$ cat config.mk
export PLATFORM = sky130hd
export DESIGN_NAME = demux4_stream
export DESIGN_NICKNAME = d
export VERILOG_FILES = /design/src/rtl/demux4_pkg.sv /design/src/rtl/demux4_lane.sv /design/src/rtl/demux4_stream.sv
export SDC_FILE = /design/constraint.sdc
export NUM_CORES = 1
export LEC_CHECK = 0
export BUFFER_PORTS_ARGS = -buffer_cell sky130_fd_sc_hd__buf_2
export CORE_ASPECT_RATIO = 1.25
export CORE_UTILIZATION = 48
export DETAILED_ROUTE_END_ITERATION = 16
export PLACE_DENSITY_LB_ADDON = 0.3
export REMOVE_ABC_BUFFERS = 1
export SYNTH_ARGS = -nofsm -noshare
export SYNTH_HDL_FRONTEND = slang
export SYNTH_SLANG_ARGS = --single-unit
$ cat constraint.sdc
create_clock -name clk -period 1.9 [get_ports clk]
set_clock_uncertainty 0.2 [all_clocks]
set_input_delay 0.285 -clock clk [delete_from_list [all_inputs] [get_ports clk]]
set_output_delay 0.285 -clock clk [all_outputs]
set_load 0.01 [all_outputs]
$ cat src/rtl/demux4_pkg.sv
// rtl/demux4_pkg.sv - shared lane count, lane index type and lane bit-slice helper for demux4_stream
package demux4_pkg;

  localparam int NUM_LANES = 4;

  typedef logic [1:0] lane_idx_t;

  // Low bit of lane's field inside a packed bus of NUM_LANES equal-width fields.
  function automatic int lane_lo(input int lane, input int width);
    return lane * width;
  endfunction

endpackage

$ cat src/rtl/demux4_lane.sv
// rtl/demux4_lane.sv - one-entry register slice holding the word for a single output lane
module demux4_lane #(
  parameter int DW = 8
) (
  input  logic          clk,
  input  logic          reset,
  input  logic          load,
  input  logic [DW-1:0] load_data,
  input  logic          ready,
  output logic          valid,
  output logic [DW-1:0] data,
  output logic          stalled
);

  // A load wins over a drain so a full lane with ready high reloads at full rate.
  always_ff @(posedge clk or posedge reset) begin
    if (reset) begin
      valid <= 1'b0;
      data  <= '0;
    end else if (load) begin
      valid <= 1'b1;
      data  <= load_data;
    end else if (ready) begin
      valid <= 1'b0;
    end
  end

  assign stalled = valid && !ready;

endmodule

$ cat src/rtl/demux4_stream.sv
// rtl/demux4_stream.sv - 1-to-4 valid/ready stream demultiplexer with one-entry lane registers
// Define DEMUX4_CNT_EN to add per-lane accepted-word counters on out_cnt.
module demux4_stream
  import demux4_pkg::*;
#(
  parameter int DW = 8
`ifdef DEMUX4_CNT_EN
  , parameter int CW = 8
`endif
) (
  input  logic                  clk,
  input  logic                  reset,
  input  logic                  in_valid,
  output logic                  in_ready,
  input  logic [1:0]            in_sel,
  input  logic [DW-1:0]         in_data,
  output logic [NUM_LANES-1:0]  out_valid,
  input  logic [NUM_LANES-1:0]  out_ready,
  output logic [NUM_LANES*DW-1:0] out_data
`ifdef DEMUX4_CNT_EN
  , output logic [NUM_LANES*CW-1:0] out_cnt
`endif
);

  logic [NUM_LANES-1:0] load;
  logic [NUM_LANES-1:0] stalled;
  logic                 accept;
  lane_idx_t            sel;

  assign sel = lane_idx_t'(in_sel);

  // Only the addressed lane can block the input; other lanes never stall it.
  assign in_ready = !reset && !stalled[sel];
  assign accept   = in_valid && in_ready;

  for (genvar i = 0; i < NUM_LANES; i++) begin : g_lane
    localparam int LO = lane_lo(i, DW);

    assign load[i] = accept && (sel == lane_idx_t'(i));

    demux4_lane #(
      .DW(DW)
    ) u_lane (
      .clk       (clk),
      .reset     (reset),
      .load      (load[i]),
      .load_data (in_data),
      .ready     (out_ready[i]),
      .valid     (out_valid[i]),
      .data      (out_data[LO +: DW]),
      .stalled   (stalled[i])
    );

`ifdef DEMUX4_CNT_EN
    localparam int CLO = lane_lo(i, CW);
    logic [CW-1:0] cnt;

    // Free-running modulo-2^CW count of words accepted into this lane.
    always_ff @(posedge clk or posedge reset) begin
      if (reset) begin
        cnt <= '0;
      end else if (load[i]) begin
        cnt <= cnt + CW'(1);
      end
    end

    assign out_cnt[CLO +: CW] = cnt;
`endif
  end

endmodule

### After elaboration in Yosys (flattened, before gate mapping)

Cells that the tools add are included.

* bits in registers: 36
* input port bits: 17

* equality and inequality tests: 3
* reductions and logical operators: 21
* multiplexer cells: 10
* order comparisons: 1

Operators by type and width (count)
* logical AND 1 bit: 10
* 2-to-1 mux 1 bit: 9
* nonzero test 2 bit: 4
* logical NOT 1 bit: 6
* == test 2 bit (second input constant): 2
* < comparator 2 x 3 -> 1 bit (second input constant): 1
* binary-select mux 1 bit (select 2 bit): 1
* == test 2 x 1 -> 1 bit (second input constant): 1
* logical NOT 2 bit: 1

### Depth between registers and ports, before layout

Gate-level depths: netlist of the first run.

* depth after elaboration: 9
* gate-level depth with buffers: 5
* mapped depth without buffers: 3

### Hierarchy

A second synthesis of the first run with hierarchy kept.

* cells, all modules: 92
* area total of the unflattened synthesis: 1559.0 µm²

By module, submodules not included
* demux4_lane: cells an instance 21, area each 372.9 µm², sequential area each 225.2 µm², instances 4
* demux4_stream: cells an instance 8, area each 67.6 µm², sequential area each 0.0 µm², instances 1

### Worst setup path after synthesis of the first run

No wires, ideal clock.

* path type: input -> output
* start point: input port in_sel[1]
* end point: output port in_ready
* path buffers: 1
* path slack: 0.314 ns
* arrival: 1.101 ns
* stages on the path: 4
* required time: 1.415 ns
* path through: buf_2 -> or3b_2 -> a21oi_1 -> nor4_1

* longest elaborated chain between the ends: 4

Ends and longest elaborated chain
* start, declared: RTL line demux4_stream.sv:15 `input logic [1:0] in_sel,`
* binary-select mux 1 bit (select 2 bit): RTL line demux4_stream.sv:33 `assign in_ready = !reset && !stalled[sel];`
* 2-to-1 mux 1 bit (not written as such): RTL line demux4_stream.sv:33
* logical NOT 1 bit: RTL line demux4_stream.sv:33
* logical AND 1 bit: RTL line demux4_stream.sv:33
* end, declared: RTL line demux4_stream.sv:14 `output logic in_ready,`

Every way passes these cells. The select of a mux whose other input is x is not followed.

### Worst setup path after layout of the first run

* start point: register g_lane[0].u_lane.valid
* end point: output port in_ready

* longest elaborated chain between the ends: 5

Ends and longest elaborated chain
* start, declared: RTL line demux4_lane.sv:10 `output logic valid,`
* start signal, assigned: RTL line demux4_lane.sv:18 `valid <= 1'b0;`
* start signal, assigned: RTL line demux4_lane.sv:21 `valid <= 1'b1;`
* start signal, assigned: RTL line demux4_lane.sv:24 `valid <= 1'b0;`
* logical AND 1 bit: RTL line demux4_lane.sv:28 `assign stalled = valid && !ready;`
* binary-select mux 1 bit (select 2 bit): RTL line demux4_stream.sv:33
* 2-to-1 mux 1 bit (not written as such): RTL line demux4_stream.sv:33
* logical NOT 1 bit: RTL line demux4_stream.sv:33
* logical AND 1 bit: RTL line demux4_stream.sv:33

Every way passes these cells. The select of a mux whose other input is x is not followed.

==> results of run 1 <==
-- worst register-to-register path, cell delays in order (launching register included) --
cell	delay (ns)
dfrtp_1	0.39
nand2b_1	0.11
and3b_1	0.18
buf_4	0.22
mux2_4	0.32
-- how the worst max path moves through the flow --
stage                                      start                  endpoint  slack (ns)  depth (start not counted)
after global routing      g_lane[0].u_lane.valid                  in_ready       -0.07                          4
after detailed placement               in_sel[1]                  in_ready        0.17                          5
after CTS                 g_lane[0].u_lane.valid                  in_ready        0.02                          4
after global placement                 in_sel[1]                  in_ready        0.19                          5
after floorplan                         in_valid  g_lane[3].u_lane.data[0]        0.02                          3
final                     g_lane[0].u_lane.valid                  in_ready        0.03                          4
-- synthesized netlist by cell type --
| library cell | number |
|---|---|
| dfrtp_1 | 36 |
| mux2_2 | 24 |
| mux2_4 | 8 |
| buf_4 | 4 |
| nand2b_1 | 4 |
| nor2_1 | 3 |
| buf_6 | 2 |
| inv_1 | 2 |
| nand2_1 | 2 |
| nand3b_1 | 2 |
| nand4b_4 | 2 |
| o21ai_0 | 2 |
| a21oi_1 | 1 |
| and3b_1 | 1 |
| buf_2 | 1 |
| nand2_2 | 1 |
| nand3_2 | 1 |
| nor2b_1 | 1 |
| nor4_1 | 1 |
| or2b_1 | 1 |
| or3b_2 | 1 |
-- cell type report --
class | instances | area (sq um)
clock buffers | 7 | 65.1
clock inverters | 1 | 30.0
repair buffers | 63 | 353
fillers | 255 | 1020
flip-flops and latches | 36 | 901
inverters | 2 | 7.51
well taps | 36 | 45.0
multi-input cells | 55 | 582
-- sequential cells by signal, summed over array words and instances, names as in the netlist --
register	cells
g_lane.u_lane.valid	4
g_lane.u_lane.data	32
-- metrics by stage --
stage               total power [mW]  hold WS, ns  worst slack [ns]
global placement                1.49        0.141             0.192
CTS                             2.12    0.0000500            0.0223
finish                          2.10       0.0130            0.0256
floorplan                       1.28        0.230            0.0159
detailed placement              1.51        0.136             0.167
global route                    2.21      0.00602           -0.0700
-- kinds of logic after synthesis --
logic type | share of synthesized area
compound gates | 0.00980
buf+inv | 0.0425
flops | 0.588
mux | 0.255
simple gates | 0.105
-- cells in the final DEF, fill, tap and decap left out --
cell type and n:
or3b_4 1, nand3b_1 2, a21oi_2 1, buf_2 53, dfrtp_1 36, clkbuf_4 5
nand3_4 1, and3b_1 1, bufinv_16 1, dlygate4sd3_1 5, mux2_4 8, o21ai_0 2
nor4_1 1, nand2b_1 4, nor2b_2 1, inv_1 2, buf_4 5, nand2_1 2
or2b_1 1, mux2_2 24, nor2_1 3, nand2_2 1, clkbuf_8 2, nand4b_4 2
-- where the power goes --
part / switching, mW / total, mW / leakage (nW) / internal [mW]
Clock: 0.247 / 0.596 / 0.0515 / 0.349
Combinational: 0.226 / 0.501 / 0.507 / 0.276
Sequential: 0.0791 / 1.00 / 0.438 / 0.921
Total: 0.552 / 2.10 / 0.996 / 1.55
-- layer usage --
metal / track usage / routed length, microns
met1: 0.248 / 1230
met5: 0 / 0
met3: 0.0648 / 160
met2: 0.339 / 1590
met4: 0.0888 / 54
-- repair_timing --
item,CTS,global route
hold endpoints to repair,40,1
setup buffers,1,0
gates cloned,0,0
endpoints found under the setup margin,1,14
resized for setup,2,2
hold buffers,4,1
==> results.ini, run 1 <==
[run_status]
outcome = complete, no violations

[power]
powerDensity_nw_per_um2 = 1060
vdd.ir_drop.worst_mv = 0.865
power_leakage_nw = 0.996

[cells_and_area]
fin_util = 0.661
syn2layout_area_growth_pct = 29.5
fin_area_sq_um = 1980
layoutNonFillerInstCount = 200
num-nets-final = 180
antennaDiodeCount = 0
drive_above_1_share = 0.640

[floorplanning]
core_region_area_sq_um = 3000
num_rows = 22
initial_core_util = 0.510
dieArea_sq_um = 3420
die_h_microns = 65.2
die_w_microns = 52.5
io_pins = 54

[placed_design]
placedCellCount = 186
gp_congestion = 0.703
postPlaceCellArea_sq_um = 1810
dpl.hpwl_microns = 2110
portBuffers = 53

[worst_setup_path]
r2r-end = g_lane[3].u_lane.data[1]
arrival_ns = 1.39
critical_path_class = reg2out
path_delay_family = simple AND/OR/NAND/NOR gates
slowest_delay_ns = 0.40
critPathLaunchType = flip-flop
r2r_slack_ns = 0.37
ff2ff_path_depth = 4
critPathRequiredTime_ns = 1.41
crit_buf_inv = 1
crit_path_cell_trace = or3b_4 -> a21oi_2 -> nor4_1 -> buf_2
path_max_fanout = 2
worstSetupEndpointType = output pin
critPathSlowestCell = dfrtp_1
regToRegStartpoint = g_lane[3].u_lane.valid

[hold_path]
holdCritPathClass = in2reg
min_to = g_lane[3].u_lane.data[3]
worstHoldStart = in_data[3]
worstHoldPathCells = 2

[detailed_routing]
wire_per_inst_microns = 15.2
vias_per_cell = 5.04
firstDrtPassIters = 4
drc = 0
wirelength_microns = 3030
final_antenna_net_count = 0
drt_iter0_drc = 17
dr_total_vias = 1007

[clock_tree]
clkLatencyLatePin_ns = 0.34
cts.clk_slew.worst_paths_ns = 0.11
cts_tree = built
h-tree-depth = 2
cts_sinks = 36
clockRootBuffer = clkbuf_4
clk_path_buf_depth = 2
cts_buffers = 5

[timing]
post-route-period-util = 0.987
max_freq_ghz = 0.534
relSlewSlack = 0.816
setup_violations = 0
tns_ns = 0
grt_setup_unrepaired = true
drv_slew = 0
post-route-min-period_ns = 1.87
tightest_slew_ns = 0.275
hold_viol = 0

[global_routing]
grt-ovfl-total = 0
grt_pass1_vias = 1044
antenna_found_initial = 0
track_usage = 0.207
grt_max_degree = 23
grt_pass1_wl_microns = 4940

[synth]
yosysWarnings = 0
synth_area_sq_um = 1530
ys_ff_latch = 36
yosysUniqueCellTypes = 21
postSynthAreaPerCell_sq_um = 15.3
synth_area_leaders = dfrtp_1, mux2_2, mux2_4, nand4b_4, buf_4
ys_seq_area_frac = 0.588
yosys.area.top_type = dfrtp_1
synth_cells = 100
netlist.area_leader.share = 0.588

[run]
max-cap-violations = 0

Power figures use the tool's default switching activity.
==> run 2, diff against run 1 <==
Settings changed: ABC_AREA set to 1, CORE_UTILIZATION 48 to 50.
==> results.ini, run 2 <==
[timing]
tightest_slew_ns = 0.471
hold_viol = 0
relSlewSlack = 0.686
post-route-period-util = 0.915
whs_ns = 0.0943
drv_slew = 0
post-route-min-period_ns = 1.74
grt_setup_unrepaired = false
max_freq_ghz = 0.575
setup_violations = 0
setup_ws_ns = 0.162

[worst_setup_path]
arrival_ns = 1.25
path_max_fanout = 2
critPathSlowestCell = dfrtp_1
crit_path_cell_trace = inv_1 -> nor2_1 -> nand2_2 -> nand3_2 -> nor2_4 -> buf_2
critPathRequiredTime_ns = 1.41
worstSetupEndpointType = output pin
critPathLaunchType = flip-flop
slowest_delay_ns = 0.37
critical_path_class = reg2out

[detailed_routing]
dr_total_vias = 1472
drc = 0
drt_iter0_drc = 46
wirelength_microns = 3810
firstDrtPassIters = 4
vias_per_cell = 5.26
wire_per_inst_microns = 13.6
final_antenna_net_count = 0

[global_routing]
grt_pass1_wl_microns = 6160
grt_pass1_vias = 1370
grt_max_degree = 37
track_usage = 0.238
grt-ovfl-total = 0
antenna_found_initial = 0

[cells_and_area]
largest_reg_flops = 32
drive_above_1_share = 0.374
syn2layout_area_growth_pct = 24.0
fin_util = 0.656
layout_commonest_cell = nand2_1
regMostFlops = g_lane.u_lane.data
final_cell_mix = nand2_1, buf_2, dfrtp_1
antennaDiodeCount = 0
layoutNonFillerInstCount = 280
reg_top3 = g_lane.u_lane.data: 32 flops, g_lane.u_lane.valid: 4 flops
num-nets-final = 260

[floorplanning]
dieArea_sq_um = 3680
num_rows = 23
die_h_microns = 67.6
initial_core_util = 0.529
core_region_area_sq_um = 3250
io_pins = 54
die_w_microns = 54.5

[clock_tree]
cts.clk_slew.worst_paths_ns = 0.06
cts_tree = built
cts_sinks = 36
clockRootBuffer = clkbuf_8
clkLatencyLatePin_ns = 0.28
clk_path_buf_depth = 2
h-tree-depth = 2
cts_buffers = 5

[power]
total_power_mw = 1.98
power_leakage_nw = 1.19
powerDensity_nw_per_um2 = 929
vdd.ir_drop.worst_mv = 0.624

[synth]
netlist.area_leader.share = 0.523
ys_async_sr_fraction = 1.00
synth.most_common_cell = nand2_1
yosysWarnings = 0
synth_cells = 181
synth_area_sq_um = 1720
yosysUniqueCellTypes = 16
ys_ff_latch = 36
synth_area_leaders = dfrtp_1, nand2_1, nand4_1, nand4_4, nor2_4
postSynthAreaPerCell_sq_um = 9.51
synth_ff_type = dfrtp_1
synth-edff-count = 0
ys_seq_area_frac = 0.523
synth_common_cells = nand2_1, dfrtp_1, nand4_1
yosys.area.top_type = dfrtp_1

[hold_path]
holdCritPathClass = in2async

[placed_design]
post-place-ws_ns = -0.0652
placedCellCount = 269
dpl.hpwl_microns = 2730
portBuffers = 53
gp_congestion = 0.786

[run_status]
outcome = complete, no violations

[run]
max-cap-violations = 0

run 2: cell type report:
class	instances	area (sq um)
Tap cell	37	46.3
Multi-Input combinational cell	126	716
Timing Repair Buffer	65	360
Clock inverter	1	5.00
Inverter	9	33.8
Sequential cell	36	901
Fill cell	276	1120
Clock buffer	6	72.6
run 2: where the power goes:
group | switching, mW | internal (mW)
sequential | 0.0777 | 0.913
clock | 0.247 | 0.249
combinational | 0.298 | 0.198
run 2: cell families after synthesis:
family	Yosys count	share of synthesized area
simple gates	123	0.403
flops	36	0.523
compound gates	2	0.00581
buf+inv	20	0.0676
run 2: repair_timing:
item                                    4_1_cts  5_1_grt
cloned                                        1        0
hold buffers                                  2        0
buffers inserted                              1        0
endpoints found under the setup margin        1       11
endpoints found under the hold margin         2        0
pin swaps                                     1        0
resized for setup                             0        1
run 2: critical path: cells and delay by family (launching register included):
family / cells / cell delay, ns
buffers and inverters: 2 / 0.20
DFF: 1 / 0.37
and+or+nand+nor: 4 / 0.41
run 2: worst paths after layout:
kind | to | start | depth (start not counted) | slack (ns)
setup / recovery | in_ready | g_lane[1].u_lane.valid | 6 | 0.16
hold reg to reg | g_lane[3].u_lane.data[6] | g_lane[3].u_lane.data[6] | 2 | 0.27
max in group asynchronous | g_lane[2].u_lane.valid | reset | 4 | 1.09
setup reg to reg | g_lane[1].u_lane.data[2] | g_lane[0].u_lane.valid | 9 | 0.36
hold / removal | g_lane[0].u_lane.valid | reset | 4 | 0.09
min in group clk | g_lane[0].u_lane.data[0] | in_data[0] | 3 | 0.09
run 2: stage by stage:
step           setup TNS, ns  cell area [sq um]
6_report                   0               2130
5_1_grt                    0               2130
4_1_cts                    0               2130
3_5_place_dp         -0.0652               2020
3_3_place_gp         -0.0455               2020
2_1_floorplan         -10.72               1640
run 2: per-layer routing:
layer  vias up  global-route usage  routed length, microns
li1        732                   -                       -
met1       688               0.291                    1640
met2        43               0.380                    1920
met3         9              0.0586                     165
met4         0               0.122                      93
met5         -                   0                       0
